<file path="config.mk">
export PLATFORM = sky130hd
export DESIGN_NAME = prefetch_unit
export DESIGN_NICKNAME = d
export VERILOG_FILES = /design/src/rtl/prefetch_unit.sv
export SDC_FILE = /design/constraint.sdc
export NUM_CORES = 1
export LEC_CHECK = 0
export BUFFER_PORTS_ARGS = -buffer_cell sky130_fd_sc_hd__buf_2
export CAP_MARGIN = 20
export CORE_MARGIN = 2
export CORE_UTILIZATION = 40
export CTS_CLUSTER_SIZE = 28
export DETAILED_ROUTE_END_ITERATION = 10
export RECOVER_POWER = 50
export REMOVE_ABC_BUFFERS = 1
export SLEW_MARGIN = 40
export SYNTH_ARGS = -nofsm -noshare
export SYNTH_HDL_FRONTEND = slang
export SYNTH_SLANG_ARGS = --single-unit
</file>
<file path="constraint.sdc">
create_clock -name clk_i -period 3.5 [get_ports clk_i]
set_input_delay 0.175 -clock clk_i [delete_from_list [all_inputs] [get_ports clk_i]]
set_output_delay 0.175 -clock clk_i [all_outputs]
set_load 0.02 [all_outputs]
</file>
<file path="src/rtl/prefetch_unit.sv">
`default_nettype none
// ============================================================================
// Module  : prefetch_unit
// Purpose : Sequential instruction prefetcher with a DEPTH-entry {instr, pc}
//           queue, valid/ready consumer port and redirect-on-jump flush.
// Revision: 1.0
// ============================================================================
module prefetch_unit #(
  parameter int          DEPTH            = 4,
  parameter logic [31:0] RESET_PC_ADDRESS = 32'h0000_0000,
  parameter logic [31:0] NOP_INSTRUCTION  = 32'h0000_0013
) (
  input  logic                     clk_i,
  input  logic                     rst_i,
  output logic [31:0]              imem_addr_o,
  output logic                     imem_valid_o,
  input  logic [31:0]              imem_data_i,
  input  logic                     imem_ack_i,
  output logic [31:0]              instr_o,
  output logic [31:0]              instr_pc_o,
  output logic                     instr_valid_o,
  input  logic                     instr_ready_i,
  input  logic                     jump_i,
  input  logic [31:0]              jump_addr_i,
  output logic [$clog2(DEPTH):0]   occupancy_o
);

  localparam int                 c_PTR_W = $clog2(DEPTH);
  localparam int                 c_CNT_W = c_PTR_W + 1;
  localparam logic [c_CNT_W-1:0] c_FULL  = c_CNT_W'(DEPTH);

  logic [31:0]        r_mem_instr [DEPTH];
  logic [31:0]        r_mem_pc    [DEPTH];
  logic [c_PTR_W-1:0] r_wptr;
  logic [c_PTR_W-1:0] r_rptr;
  logic [c_CNT_W-1:0] r_count;
  logic [31:0]        r_fetch_pc;

  logic w_full;
  logic w_empty;
  logic w_req;
  logic w_push;
  logic w_pop;

  // Request depends on registered count only, never on instr_ready_i.
  assign w_full  = (r_count == c_FULL);
  assign w_empty = (r_count == '0);
  assign w_req   = !rst_i && !w_full;
  assign w_push  = w_req && imem_ack_i;
  assign w_pop   = !w_empty && instr_ready_i;

  always_ff @(posedge clk_i) begin
    if (rst_i) begin
      r_wptr     <= '0;
      r_rptr     <= '0;
      r_count    <= '0;
      r_fetch_pc <= RESET_PC_ADDRESS;
    end else if (jump_i) begin
      r_wptr     <= '0;
      r_rptr     <= '0;
      r_count    <= '0;
      r_fetch_pc <= {jump_addr_i[31:1], 1'b0};
    end else begin
      if (w_push) begin
        r_wptr     <= r_wptr + c_PTR_W'(1);
        r_fetch_pc <= r_fetch_pc + 32'd4;
      end
      if (w_pop) begin
        r_rptr <= r_rptr + c_PTR_W'(1);
      end
      if (w_push && !w_pop) begin
        r_count <= r_count + c_CNT_W'(1);
      end else if (w_pop && !w_push) begin
        r_count <= r_count - c_CNT_W'(1);
      end
    end
  end

  // Queue storage carries no reset; validity is tracked by r_count alone.
  always_ff @(posedge clk_i) begin
    if (!rst_i && !jump_i && w_push) begin
      r_mem_instr[r_wptr] <= imem_data_i;
      r_mem_pc[r_wptr]    <= r_fetch_pc;
    end
  end

  assign imem_addr_o   = r_fetch_pc;
  assign imem_valid_o  = w_req;
  assign instr_valid_o = !w_empty;
  assign instr_o       = w_empty ? NOP_INSTRUCTION : r_mem_instr[r_rptr];
  assign instr_pc_o    = w_empty ? 32'h0000_0000 : r_mem_pc[r_rptr];
  assign occupancy_o   = r_count;

endmodule
`default_nettype wire
</file>
Word-level counts from Yosys, hierarchy flattened
Memories as Yosys holds them, arrays and structs flattened. A register that Yosys moved wholly into a read port is not among the register bits.
Index checks and enable logic that the tools add are counted.
- flip-flop bits (word level): 39
- memories kept: 2
- input port bits: 69
- output and inout port bits: 101
- logic and storage cells: 42
- bits in writable memories: 256
- memory list (name ; words ; width ; rd ports ; clocked after Yosys merged registers in ; wr ports ; RTL line ; RTL):
    r_mem_instr ; 4 ; 32 ; 1 ; 1 ; 1 ; 32 ; logic [31:0] r_mem_instr [DEPTH];
    r_mem_pc ; 4 ; 32 ; 1 ; 1 ; 1 ; 33 ; logic [31:0] r_mem_pc [DEPTH];
- mux-type cells: 12
- $add $sub $neg: 5
- equality and inequality tests: 1
- reduce and logical (&&, ||, !) cells: 17
- operators with widths (cell ; number):
    2-to-1 mux 32 bit ; 4
    adder 32 x 3 -> 32 bit (second input constant) ; 1
    2-to-1 mux 2 bit ; 4
    logical AND 1 bit ; 7
    logical NOT 1 bit ; 6
    2-to-1 mux 3 bit ; 2
    adder 2 x 1 -> 2 bit (second input constant) ; 2
    nonzero test 2 bit ; 2
    adder 3 x 1 -> 3 bit (second input constant) ; 1
    equality test 3 bit (second input constant) ; 1
    logical NOT 3 bit ; 1
    subtractor 3 x 1 -> 3 bit (second input constant) ; 1
    2-to-1 mux 1 bit ; 2
    OR reduction 2 bit ; 1

Longest topological paths before layout
Gate-level depths: netlist of run 1.
- depth in word-level cells: 8
- gate-level depth with buffers: 9
- depth with buffers taken out: 9

Worst setup path after synthesis of run 1
No wires, ideal clock.
- path kind: register to register
- start: reg r_count[0], in the netlist occupancy_o[0]
- end: mem r_mem_instr[0][0], enable pin
- data required time: 3.072 ns
- buffers on the path: 1
- arrival time: 2.930 ns
- setup slack: 0.141 ns
- period minus slack after synthesis: 3.359 ns
- stages on the path, launching flop included: 5
- setup time: 0.428 ns
- path through: dfxtp_1 nor3b_2 nor2_1 clkbuf_1 and3_1
- cells in the longest elaborated chain, start to end: 7
- ends and longest elaborated chain (element ; RTL line ; RTL):
    start: declaration ; 36 ; logic [c_CNT_W-1:0] r_count;
    start signal: assignment ; 72 ; r_count <= r_count + c_CNT_W'(1);
    start signal: assignment ; 74 ; r_count <= r_count - c_CNT_W'(1);
    equality test 3 bit ; 46 ; assign w_full = (r_count == c_FULL);
    logical NOT 1 bit ; 48 ; assign w_req = !rst_i && !w_full;
    logical AND 1 bit ; 48 ;
    logical AND 1 bit ; 49 ; assign w_push = w_req && imem_ack_i;
    via w_push ; 42 ; logic w_push;
    logical AND 1 bit ; 81 ; if (!rst_i && !jump_i && w_push) begin
    2-to-1 mux 1 bit ; 81 ;
    2-to-1 mux 1 bit (implied by the code) ; 82 ; r_mem_instr[r_wptr] <= imem_data_i;
    end: declaration ; 32 ;
The timed path passes the listed nets, and every way through them passes these cells.

Worst setup path in the final report of run 1
- start: reg r_count[1], in the netlist occupancy_o[1]
- end: reg r_count[2], in the netlist occupancy_o[2]
- cells in the longest elaborated chain, start to end: 7
- elaborated cells on any way between the ends: 16
- those cells by class: add/sub (2); eq/ne (1); mux (2); reduce/logical (11)
- ends and longest elaborated chain (element):
    parallel branches: the longest is 7 deep, another holds subtractor 3 x 1 -> 3 bit
Several ways; the timed one is not identified. The select of a mux whose other input is x is not followed.
A chain may end at the register's enable or synchronous reset.

==> qor.csv, run 1 <==
stage;metric;value;unit
clock_tree;cts-resized-gates;0;
layout;num-nets-final;991;
grt;antenna_found_initial;0;
setup_path;path_max_fanout;15;
timing;period_needed;2.95;ns
timing;setup_slack;0.550;ns
timing;finalCritPeriodShare;84.3;%
routing;dr.pass1.iters;4;
clock_tree;cts_sinks;292;
power_and_ir_drop;p_leak;4.91;nW
yosys;ys_seq_elements;292;
layout;utilization;50.7;%
routing;wire_per_inst;19.9;µm
timing;maxSlewViolCount;0;
outcome;status;finished clean;
layout;diodes;0;
setup_path;r2r_cells;9;
grt;grt_pass1_wl;40.8;mm
setup_path;crit_path_end_kind;register;
yosys;avgSynthCellArea;17.5;µm²
routing;viasPerCell;5.10;
floorplan;start_util;40.8;%
yosys;syn-cell-area;0.0117;mm²
yosys;async_flop_share;0;%
setup_path;critPathTopFamily;simple AND/OR/NAND/NOR gates;
setup_path;path_cells;nor3b_1 > nor2_1 > clkbuf_1 > ha_1 > inv_1 > fa_1 > xor2_1 > or3_1 > a21oi_1;
placed_design;port_buffers;166;
setup_path;worstReg2RegStart;occupancy_o[1];
clock_tree;cts_setup_buffers;0;
placed_design;dp_hpwl;16.1;mm
grt;grt_pass1_vias;6963;
grt;grt_util_all_layers;17.3;%
clock_tree;cts_made_buffers;31;
floorplan;rows;62;
clock_tree;cts_tree;yes;
clock_tree;clk_latency;0.55;ns
yosys;yosysSeqAreaShare;71.3;%
clock_tree;h-tree-depth;1;
layout;area_growth_syn_to_layout;24.3;%
routing;drtIter0Drc;498;
power_and_ir_drop;peakVddDrop;0.395;mV
yosys;netlist-cell-type-count;49;
clock_tree;root_buffer;clkbuf_16;
yosys;synth_cells;670;
setup_path;slowest_delay;0.60;ns
routing;drc;0;
grt;grt_overflow;0;
yosys;synth_most_common_cell;edfxtp_1;
setup_path;worst_path_max_delay_cell;clkbuf_1;
placed_design;dpl_cell_area;0.0131;mm²
yosys;synthMuxAreaShare;12.5;%
layout;num-fill-cells;2456;
yosys;synth_compound_area_share;2.76;%
setup_path;crit_buf_inv;2;
yosys;synth_top_cell_by_area;edfxtp_1;
layout;ff_latch_area;0.00838;mm²
setup_path;cp.depth;9;
timing;fin_skew;0.0100;ns
floorplan;core;0.0288;mm²
floorplan;dieWidth;175;µm
timing;setup_violations;0;
yosys;synth_top_cells_by_area;edfxtp_1 64%, mux4_2 12%, dfxtp_1 6.8%;
setup_path;r2r_end;occupancy_o[2];
yosys;yosys_warnings;0;
worst_hold_path;hold_path_depth;4;
setup_path;critPathArrivalTime;3.42;ns
timing;tightestPinTransition;1.21;ns
setup_path;rrSetupSlack;0.55;ns
yosys;synth-edff-count;252;
placed_design;place_congestion;0.772;
timing;tns;0;ns
yosys;synth_fa_ha_area_share;0.810;%
floorplan;die_h;175;µm
setup_path;crit_path_start_kind;register;
yosys;synth_top_family_by_area;multiplexers;
routing;drtAntennaViolNets;0;
timing;rsz0062_at_grt;false;
setup_path;endpoint;occupancy_o[2];
timing;maxSlewHeadroom;19.2;%
yosys;synthSimpleGateAreaFrac;9.17;%
worst_hold_path;hp-class;input pin to register;
yosys;synth_top_area_share;64.5;%
layout;final_layout_size_suffix_gt1_share;25.3;%
job;cap_violations;0;
clock_tree;cts.clk_slew.worst_paths;0.05;ns
routing;vias;6746;
layout;multiInputGateArea;0.00319;mm²
yosys;synth_common_cells;252 x edfxtp_1, 63 x and2_1, 63 x mux4_2, 40 x dfxtp_1, 34 x nor2_1;
routing;drt-total-wl;26.3;mm
floorplan;die-area;0.0307;mm²
clock_tree;clockBufferDepth;3;
power_and_ir_drop;p_per_area;529;mW/mm²
setup_path;worst-endpoint-required;3.97;ns
timing;max_freq;339;MHz
timing;hold_viol_final;0;
floorplan;io_pins;170;
setup_path;critical_path_class;register to register;
yosys;synth_xor_area_share;1.79;%
placed_design;detailedPlace.worstSlack;1.02;ns
yosys;synthFlopType;edfxtp_1;
grt;grt_max_degree;63;
setup_path;startpoint;occupancy_o[1];
layout;final_cell_area;0.0146;mm²
## layout make-up
cell class | instances | area share (%)
well taps | 384 | 3.29
repair buffers | 246 | 10.5
inverters | 8 | 0.206
clock inverters | 11 | 0.721
flip-flops and latches | 292 | 57.4
multi-input cells | 336 | 21.9
clock buffers | 47 | 5.94
## per-stage QoR
stage / cells / hold WS, ns / power (mW)
2_1_floorplan: 636 / 0.240 / 4.35
3_3_place_gp: 1203 / 0.390 / 4.63
3_5_place_dp: 1203 / 0.398 / 4.63
4_1_cts: 1324 / 0.00571 / 7.83
5_1_grt: 1324 / 0.0509 / 8.00
6_report: 1324 / 0.0324 / 7.72
## kinds of logic (layout without fill, tap and decap cells)
| logic type | count (synthesis) | count (layout) |
|---|---|---|
| flops | 292 | 292 |
| xor+xnor | 24 | 24 |
| other cells | 1 | 2 |
| simple gates | 188 | 188 |
| mux | 68 | 68 |
| fa+ha+maj | 7 | 7 |
| buf+inv | 43 | 312 |
| compound gates | 47 | 47 |
## timing repair
| item | in CTS | in global routing |
|---|---|---|
| endpoints found under the hold margin | 157 | 0 |
| endpoints found under the setup margin | 0 | 0 |
| hold buffers | 63 | 0 |
## flip-flops by register name, indices dropped and copies added (netlist names), named ones only
| name | flops |
|---|---|
| occupancy_o | 3 |
| r_mem_pc | 124 |
| r_rptr | 2 |
| r_mem_instr | 128 |
| imem_addr_o | 31 |
| r_wptr | 2 |
## layer usage
metal  GRT usage (%)  vias to the layer above  share of wire [%]
met5               0                        -                  0
met4            3.75                        0                2.1
met3            2.75                       38                4.9
met2            27.7                      190                 47
met1            25.1                     3390                 46
li1                -                     3128                  -
## power by group
part / leakage (nW) / internal [mW] / switching [mW] / total (mW)
registers: 2.63 / 3.85 / 0.0862 / 3.93
logic: 1.81 / 0.274 / 0.388 / 0.662
clock network: 0.467 / 1.85 / 1.28 / 3.13
total: 4.91 / 5.97 / 1.76 / 7.72
## how the worst min path moves through the flow
stage / to / slack [ns] / start
finish: r_rptr[0] / 0.03 / instr_ready_i
CTS: r_rptr[0] / 0.006 / instr_ready_i
global placement: r_mem_instr[2][4] / 0.39 / imem_data_i[4]
floorplan: imem_addr_o[21] / 0.24 / rst_i
detailed placement: r_mem_instr[1][20] / 0.40 / imem_data_i[20]
global route: imem_addr_o[24] / 0.05 / jump_i
## layout by cell type, fill, tap and decap left out, types with 7 or more instances in the layout
cell and count:
a211oi_1 12, a21oi_1 8, and2_1 63, buf_2 99, buf_4 12, clkbuf_1 82
clkbuf_16 32, dfxtp_1 38, dlygate4sd3_1 63, edfxtp_1 252, mux4_2 63, nand2_1 23
nand3_1 15, nand4_1 9, nor2_1 34, nor4_1 7, o21ai_0 9, xnor2_1 15
xor2_1 9
## worst reg2reg max path: stages, from the launching register on
cell      delay, ns
dfxtp_1        0.47
nor3b_1        0.18
nor2_1         0.27
clkbuf_1       0.60
ha_1           0.31
inv_1          0.06
fa_1           0.38
xor2_1         0.16
or3_1          0.30
a21oi_1        0.14
(Power assumes the default switching activity.)
==> run 2, diff against run 1 <==
--- a/config.mk
+++ b/config.mk
@@ -5,6 +5,7 @@
 export SDC_FILE = /design/constraint.sdc
 export NUM_CORES = 1
 export LEC_CHECK = 0
+export ABC_AREA = 1
 export BUFFER_PORTS_ARGS = -buffer_cell sky130_fd_sc_hd__buf_2
 export CAP_MARGIN = 20
 export CORE_MARGIN = 2
==> constraint.sdc (replaced) <==
create_clock -name clk_i -period 2.7 [get_ports clk_i]
set_input_delay 0.135 -clock clk_i [delete_from_list [all_inputs] [get_ports clk_i]]
set_output_delay 0.135 -clock clk_i [all_outputs]
set_load 0.02 [all_outputs]
==> run 2 against run 1 <==
  * Die area up 5.3%
  * Clock-buffer cell count down 14
  * Setup slack worse by 0.28 ns
  * Critical path type is now register to output pin
  * Highest routed layer unchanged
==> qor.csv, run 2 <==
stage;metric;value;unit;change
floorplan;die-area;0.0323;mm²;+5.3%
power_and_ir_drop;p_per_area;665;mW/mm²;+26%
yosys;synth_top_cell_by_area;edfxtp_1;;
yosys;ys_seq_elements;292;;unchanged
worst_hold_path;hp-class;input pin to register;;
timing;finalCritPeriodShare;90.0;%;
clock_tree;cts.clk_slew.worst_paths;0.06;ns;about the same
grt;grt_pass1_wl;49.1;mm;+20%
setup_path;critPathArrivalTime;2.30;ns;-1.12 ns
grt;grt_util_all_layers;19.0;%;+1.7 points
layout;num-nets-final;1489;;+50%
yosys;yosys_warnings;0;;unchanged
timing;maxSlewHeadroom;53.9;%;+35 points
yosys;synthFlopType;edfxtp_1;;
placed_design;place_congestion;0.828;;+7.1%
setup_path;worst-endpoint-required;2.57;ns;-1.40 ns
setup_path;critical_path_class;register to output pin;;
setup_path;slowest_delay;0.43;ns;-0.17 ns
timing;setup_violations;0;;unchanged
layout;final_cells;1833;;+38%
floorplan;start_util;40.5;%;-0.22 points
placed_design;placedCellCount;1707;;+42%
routing;drt-total-wl;31.1;mm;+18%
power_and_ir_drop;seq_power_share;49.9;%;-1.0 points
clock_tree;cts_sinks;292;;unchanged
timing;rsz0062_at_grt;false;;
placed_design;port_buffers;166;;unchanged
power_and_ir_drop;share_comb_of_total_power;9.2;%;+0.6 points
layout;diodes;0;;unchanged
timing;tightestPinTransition;0.691;ns;-0.521 ns
yosys;synth_top_cells_by_area;edfxtp_1 61%, nor2_1 9.5%, dfxtp_1 6.5%;;
routing;wire_per_inst;17.0;µm;-15%
yosys;synth_top_area_share;61.2;%;-3.3 points
outcome;status;finished clean;;
yosys;avgSynthCellArea;10.5;µm²;-40%
power_and_ir_drop;finalPower;10.2;mW;+32%
routing;drtAntennaViolNets;0;;unchanged
power_and_ir_drop;p_leak;5.54;nW;+13%
job;cap_violations;0;;unchanged
floorplan;io_pins;170;;unchanged
routing;drc;0;;unchanged
timing;fin_skew;0.00875;ns;-0.00130 ns
layout;num-fill-cells;2781;;+13%
yosys;synth-edff-count;252;;unchanged
timing;period_needed;2.43;ns;
routing;vias;9116;;+35%
timing;whs;0.0434;ns;+0.0110 ns
timing;setup_slack;0.270;ns;-0.280 ns
placed_design;dpl_cell_area;0.0137;mm²;+4.9%
placed_design;detailedPlace.worstSlack;0.608;ns;-0.417 ns
clock_tree;h-tree-depth;1;;unchanged
grt;grt_overflow;0;;unchanged
setup_path;path_max_fanout;126;;+111
placed_design;dp_hpwl;18.7;mm;+16%
layout;area_growth_syn_to_layout;23.7;%;
clock_tree;cts_made_buffers;31;;unchanged
power_and_ir_drop;swShare;23.7;%;+0.93 points
layout;regMostFlops;r_mem_instr;;
setup_path;crit_path_end_kind;output pin;;
setup_path;worst_path_max_delay_cell;buf_12;;
setup_path;path_cells;buf_12 > nor2_1 > nor2_1 > o21ai_0 > a21oi_1 > buf_2;;
yosys;yosysSeqAreaShare;67.6;%;-3.7 points
timing;tns;0;ns;unchanged
yosys;synth_cells;1181;;+76%
yosys;async_flop_share;0;%;unchanged
power_and_ir_drop;peakVddDrop;0.457;mV;+16%
layout;final_layout_size_suffix_gt1_share;13.2;%;-12 points
clock_tree;cts_setup_buffers;0;;unchanged
setup_path;cpMostUsedCell;nor2_1;;
routing;dr.pass1.iters;5;;+1
yosys;netlist-cell-type-count;37;;-24%
power_and_ir_drop;power.internal;7.76;mW;+30%
timing;max_freq;411;MHz;
floorplan;rows;64;;+3.2%
power_and_ir_drop;p_sw;2.41;mW;+37%
routing;viasPerCell;4.97;;-2.4%
yosys;synth_most_common_cell;nor2_1;;
clock_tree;root_buffer;clkbuf_16;;
timing;hold_viol_final;0;;unchanged
grt;grt_max_degree;127;;+100%
clock_tree;clk_latency;0.56;ns;about the same
timing;maxSlewViolCount;0;;unchanged
floorplan;die_h;180;µm;+2.6%
yosys;synth_common_cells;312 x nor2_1, 252 x edfxtp_1, 148 x nand2_1, 140 x o21ai_0, 88 x a21oi_1;;
layout;most-common-layout-cells;309 x nor2_1, 252 x edfxtp_1, 150 x nand2_1, 140 x o21ai_0, 99 x buf_2;;
layout;largest_reg_flops;128;;unchanged
routing;drtIter0Drc;717;;+44%
grt;grt_pass1_vias;8757;;+26%
layout;utilization;50.2;%;-0.53 points
layout;layout_commonest_cell;nor2_1;;
layout;final_cell_area;0.0153;mm²;+4.9%
floorplan;core;0.0305;mm²;+6.0%
power_and_ir_drop;pwr-share-clk;40.9;%;+0.4 points
clock_tree;clockBufferDepth;3;;unchanged
clock_tree;cts_tree;yes;;
floorplan;dieWidth;180;µm;+2.6%
grt;antenna_found_initial;0;;unchanged
yosys;syn-cell-area;0.0124;mm²;+5.4%
setup_path;crit_path_start_kind;register;;
## run 2: cell count changes in the layout (fill, tap and decap cells not counted), moves of 9 or more
cell and delta:
mux4_2 -63, o21ai_0 +131, a21oi_1 +80, nand4_1 -9, clkbuf_1 -12, and2_1 -63, nand2_1 +127, nor2_1 +275
inv_1 +50, xnor2_1 -10, a211oi_1 -10
## run 2: logic make-up (layout without fill, tap and decap cells)
kind of cell / count (synthesis) / in the layout / synth area share [%]
flops: 292 / 292 / 67.6
fa+ha+maj: 7 / 7 / 0.769
compound gates: 249 / 249 / 10.4
xor+xnor: 15 / 15 / 1.06
buf+inv: 119 / 374 / 4.06
simple gates: 498 / 498 / 16.1
other cells: 1 / 2 / 0.0303
## run 2: worst max-delay path, delay by kind of cell (launching register included)
family	cells	cell delay, ns
and+or+nand+nor	2	0.21
buffers and inverters	2	0.65
AOI/OAI and AO/OA	2	0.37
DFF	1	0.37
## run 2: what timing repair did
| action | CTS | global route |
|---|---|---|
| endpoints found under the setup margin | 0 | 3 |
| hold buffers | 69 | 0 |
| resized for setup | 0 | 1 |
| endpoints found under the hold margin | 159 | 0 |
## run 2: cell type report
type                            count  area [µm²]  area share, %
Timing Repair Buffer              256        1690           11.0
Multi-Input combinational cell    771        3510           22.9
Clock inverter                     24         220           1.44
Sequential cell                   292        8370           54.7
Tap cell                          396         495           3.24
Inverter                           61         231           1.51
Clock buffer                       33         783           5.12
## run 2: power groups by stage
stage / sequential [mW] / combinational [mW] / clock (mW)
after CTS: 5.08 / 0.965 / 4.25
final: 5.08 / 0.935 / 4.16
after global placement: 5.17 / 0.874 / 0
after floorplan: 5.20 / 0.444 / 0
after detailed placement: 5.18 / 0.882 / 0
after global routing: 5.09 / 1.03 / 4.42
## run 2: path summary, 6_finish.rpt
check / startpoint / to / slack [ns] / cells after the start
hold / removal: jump_addr_i[20] / imem_addr_o[20] / 0.04 / 5
setup / recovery: register / instr_pc_o[17] / 0.27 / 6
hold reg to reg: r_wptr[0] / r_wptr[0] / 0.54 / 2
setup reg to reg: occupancy_o[1] / imem_addr_o[3] / 0.31 / 8
## run 2: metal layers
| metal | part of all wire, % | vias up | GRT usage [%] |
|---|---|---|---|
| li1 | - | 4477 | - |
| met3 | 4.8 | 48 | 2.96 |
| met2 | 48 | 232 | 31.6 |
| met5 | 0 | - | 0 |
| met1 | 45 | 4359 | 26.2 |
| met4 | 2.3 | 0 | 4.68 |
==> run 3, diff against run 2 <==
--- a/config.mk
+++ b/config.mk
@@ -8,12 +8,16 @@
 export ABC_AREA = 1
 export BUFFER_PORTS_ARGS = -buffer_cell sky130_fd_sc_hd__buf_2
 export CAP_MARGIN = 20
+export CELL_PAD_IN_SITES_DETAIL_PLACEMENT = 1
+export CELL_PAD_IN_SITES_GLOBAL_PLACEMENT = 2
 export CORE_MARGIN = 2
-export CORE_UTILIZATION = 40
+export CORE_UTILIZATION = 33
 export CTS_CLUSTER_SIZE = 28
 export DETAILED_ROUTE_END_ITERATION = 10
+export PLACE_DENSITY_LB_ADDON = 0.1
 export RECOVER_POWER = 50
 export REMOVE_ABC_BUFFERS = 1
+export SETUP_SLACK_MARGIN = 0.02
 export SLEW_MARGIN = 40
 export SYNTH_ARGS = -nofsm -noshare
 export SYNTH_HDL_FRONTEND = slang
==> run 3 against run 2 <==
  * Critical path depth unchanged
  * Register-to-register slack improved by 0.23 ns
  * Power up 0.25%
  * Utilization shrank 8.3 points
  * Clock power barely moved
  * Final area rose by 0.58%
  * Wire length rose by 16%
  * Worst hold slack got worse by 0.033 ns
==> qor.csv, run 3 (same netlist as run 2, synthesis figures left out) <==
stage;metric;value;unit;change
outcome;status;finished clean;;
grt;antenna_found_initial;0;;unchanged
routing;drtIter0Drc;369;;-49%
grt;gr-usage-met3;1.98;%;-0.98 points
setup_path;slowest_delay;0.58;ns;+0.15 ns
setup_path;rrSetupSlack;0.54;ns;+0.23 ns
placed_design;placedCellCount;1778;;+4.2%
setup_path;crit_path_start_kind;register;;
timing;finalCritPeriodShare;91.7;%;+1.7 points
clock_tree;cts_tree;yes;;
layout;largest_reg_flops;128;;unchanged
power_and_ir_drop;p_per_area;663;mW/mm²;-0.33%
floorplan;core;0.0368;mm²;+21%
timing;maxSlewHeadroom;55.2;%;+1.3 points
grt;grt_max_degree;75;;-41%
clock_tree;cts.clk_slew.worst_paths;0.06;ns;about the same
setup_path;path_max_fanout;74;;-41%
routing;dr.pass1.iters;5;;unchanged
timing;fin_skew;0.0130;ns;+0.00421 ns
power_and_ir_drop;share_comb_of_total_power;9.3;%;about the same
placed_design;port_buffers;166;;unchanged
clock_tree;cts_setup_buffers;0;;unchanged
setup_path;crit_path_end_kind;output pin;;
clock_tree;cts_made_buffers;31;;unchanged
layout;diodes;0;;unchanged
grt;grt_util_all_layers;18.5;%;-0.46 points
power_and_ir_drop;power.internal;7.77;mW;+0.10%
setup_path;path_cells;buf_12 > nor2_1 > nor2_1 > o21ai_0 > a21oi_1 > buf_2;;
timing;tightestPinTransition;0.671;ns;-0.0193 ns
placed_design;place_congestion;0.736;;-11%
grt;grt-busiest-layer;met2;;
power_and_ir_drop;pwr-share-clk;40.8;%;about the same
routing;drtAntennaViolNets;0;;unchanged
power_and_ir_drop;finalPower;10.2;mW;+0.25%
routing;drt-total-wl;36.0;mm;+16%
setup_path;cpMostUsedCell;nor2_1;;
timing;max_freq;404;MHz;-1.8%
layout;layout_commonest_cell;nor2_1;;
floorplan;die_h;198;µm;+9.9%
job;cap_violations;0;;unchanged
power_and_ir_drop;seq_power_share;49.8;%;about the same
placed_design;dp_hpwl;22.0;mm;+18%
setup_path;crit_buf_inv;2;;unchanged
routing;viasPerCell;4.81;;-3.4%
clock_tree;h-tree-depth;1;;unchanged
grt;grt_pass1_vias;9425;;+7.6%
routing;drc;0;;unchanged
setup_path;worst-endpoint-required;2.57;ns;about the same
layout;num-nets-final;1490;;+0.067%
timing;maxSlewViolCount;0;;unchanged
layout;area_growth_syn_to_layout;24.4;%;
grt;grt_pass1_wl;54.9;mm;+12%
power_and_ir_drop;p_leak;5.55;nW;+0.16%
clock_tree;cts_sinks;292;;unchanged
layout;most-common-layout-cells;314 x nor2_1, 252 x edfxtp_1, 150 x nand2_1, 140 x o21ai_0, 99 x buf_2;;
setup_path;critPathArrivalTime;2.34;ns;+0.04 ns
setup_path;critPathTopFamily;flip-flops;;
power_and_ir_drop;p_sw;2.43;mW;+0.72%
timing;rsz0062_at_grt;false;;
timing;setup_violations;0;;unchanged
layout;final_layout_size_suffix_gt1_share;12.7;%;-0.50 points
clock_tree;clockBufferDepth;3;;unchanged
floorplan;io_pins;170;;unchanged
clock_tree;root_buffer;clkbuf_16;;
setup_path;worst_path_max_delay_cell;dfxtp_4;;
grt;grt_overflow;0;;unchanged
layout;final_cells;1906;;+4.0%
routing;wire_per_inst;18.9;µm;+11%
clock_tree;clk_latency;0.56;ns;about the same
worst_hold_path;hp-class;input pin to register;;
grt;met1_usage;25.1;%;-1.1 points
power_and_ir_drop;peakVddDrop;0.376;mV;-18%
floorplan;die-area;0.0391;mm²;+21%
timing;period_needed;2.48;ns;+0.0457 ns
routing;vias;9159;;+0.47%
power_and_ir_drop;swShare;23.8;%;+0.11 points
setup_path;critical_path_class;register to output pin;;
timing;hold_viol_final;0;;unchanged
layout;regMostFlops;r_mem_instr;;
floorplan;rows;70;;+9.4%
floorplan;dieWidth;198;µm;+9.9%
floorplan;start_util;33.6;%;-6.9 points
grt;met2_usage;32.1;%;+0.51 points
[run 3: layout make-up]
| class | count | area (µm²) |
|---|---|---|
| Fill cell | 4122 | 21400 |
| Sequential cell | 292 | 8370 |
| Multi-Input combinational cell | 771 | 3490 |
| Timing Repair Buffer | 257 | 1710 |
| Clock buffer | 43 | 851 |
| Tap cell | 468 | 586 |
| Inverter | 61 | 231 |
| Clock inverter | 14 | 144 |
[run 3: final timing paths]
kind                                     start              end  cells after the start
worst max-delay path                  register   instr_pc_o[16]                      6
worst min-delay path                    jump_i   imem_addr_o[4]                      3
worst max register to register  imem_addr_o[3]  imem_addr_o[22]                     11
worst min register to register       r_wptr[0]        r_wptr[0]                      2
[run 3: what timing repair did]
item / 4_1_cts / 5_1_grt
hold buffers: 71 / 0
resized for setup: 0 / 1
hold endpoints to repair: 162 / 0
endpoints found under the setup margin: 0 / 22
[run 3: per-layer routing]
metal / part of all wire (%) / up-vias
met3: 3.0 / 35
met2: 49 / 141
li1: - / 4484
met4: 1.5 / 0
met1: 47 / 4499
met5: 0 / -
[run 3: tightest hold or removal path, cell delays in order]
cell and delay [ns]:
buf_2 0.20, nand2_1 0.10, a31oi_1 0.07
[run 3: metrics by stage]
stage | utilization, % | cell area, µm² | hold WS, ns | setup WS, ns | setup TNS, ns
after floorplan | - | 12100 | 0.197 | -1.79 | -528.27
after global placement | 37.6 | 13800 | 0.352 | 0.487 | 0
after detailed placement | 37.6 | 13800 | 0.355 | 0.517 | 0
after CTS | 42.2 | 15500 | 0.0343 | 0.0704 | 0
after global routing | 41.8 | 15400 | 0.0267 | 0.0405 | 0
final | 41.8 | 15400 | 0.0107 | 0.224 | 0
[run 3: power groups by stage]
| stage | Clock [mW] | Combinational (mW) | Sequential (mW) |
|---|---|---|---|
| 2_1_floorplan | 0 | 0.444 | 5.20 |
| 3_3_place_gp | 0 | 0.905 | 5.18 |
| 3_5_place_dp | 0 | 0.914 | 5.18 |
| 4_1_cts | 4.30 | 1.00 | 5.09 |
| 5_1_grt | 4.45 | 1.06 | 5.10 |
| 6_report | 4.16 | 0.953 | 5.08 |
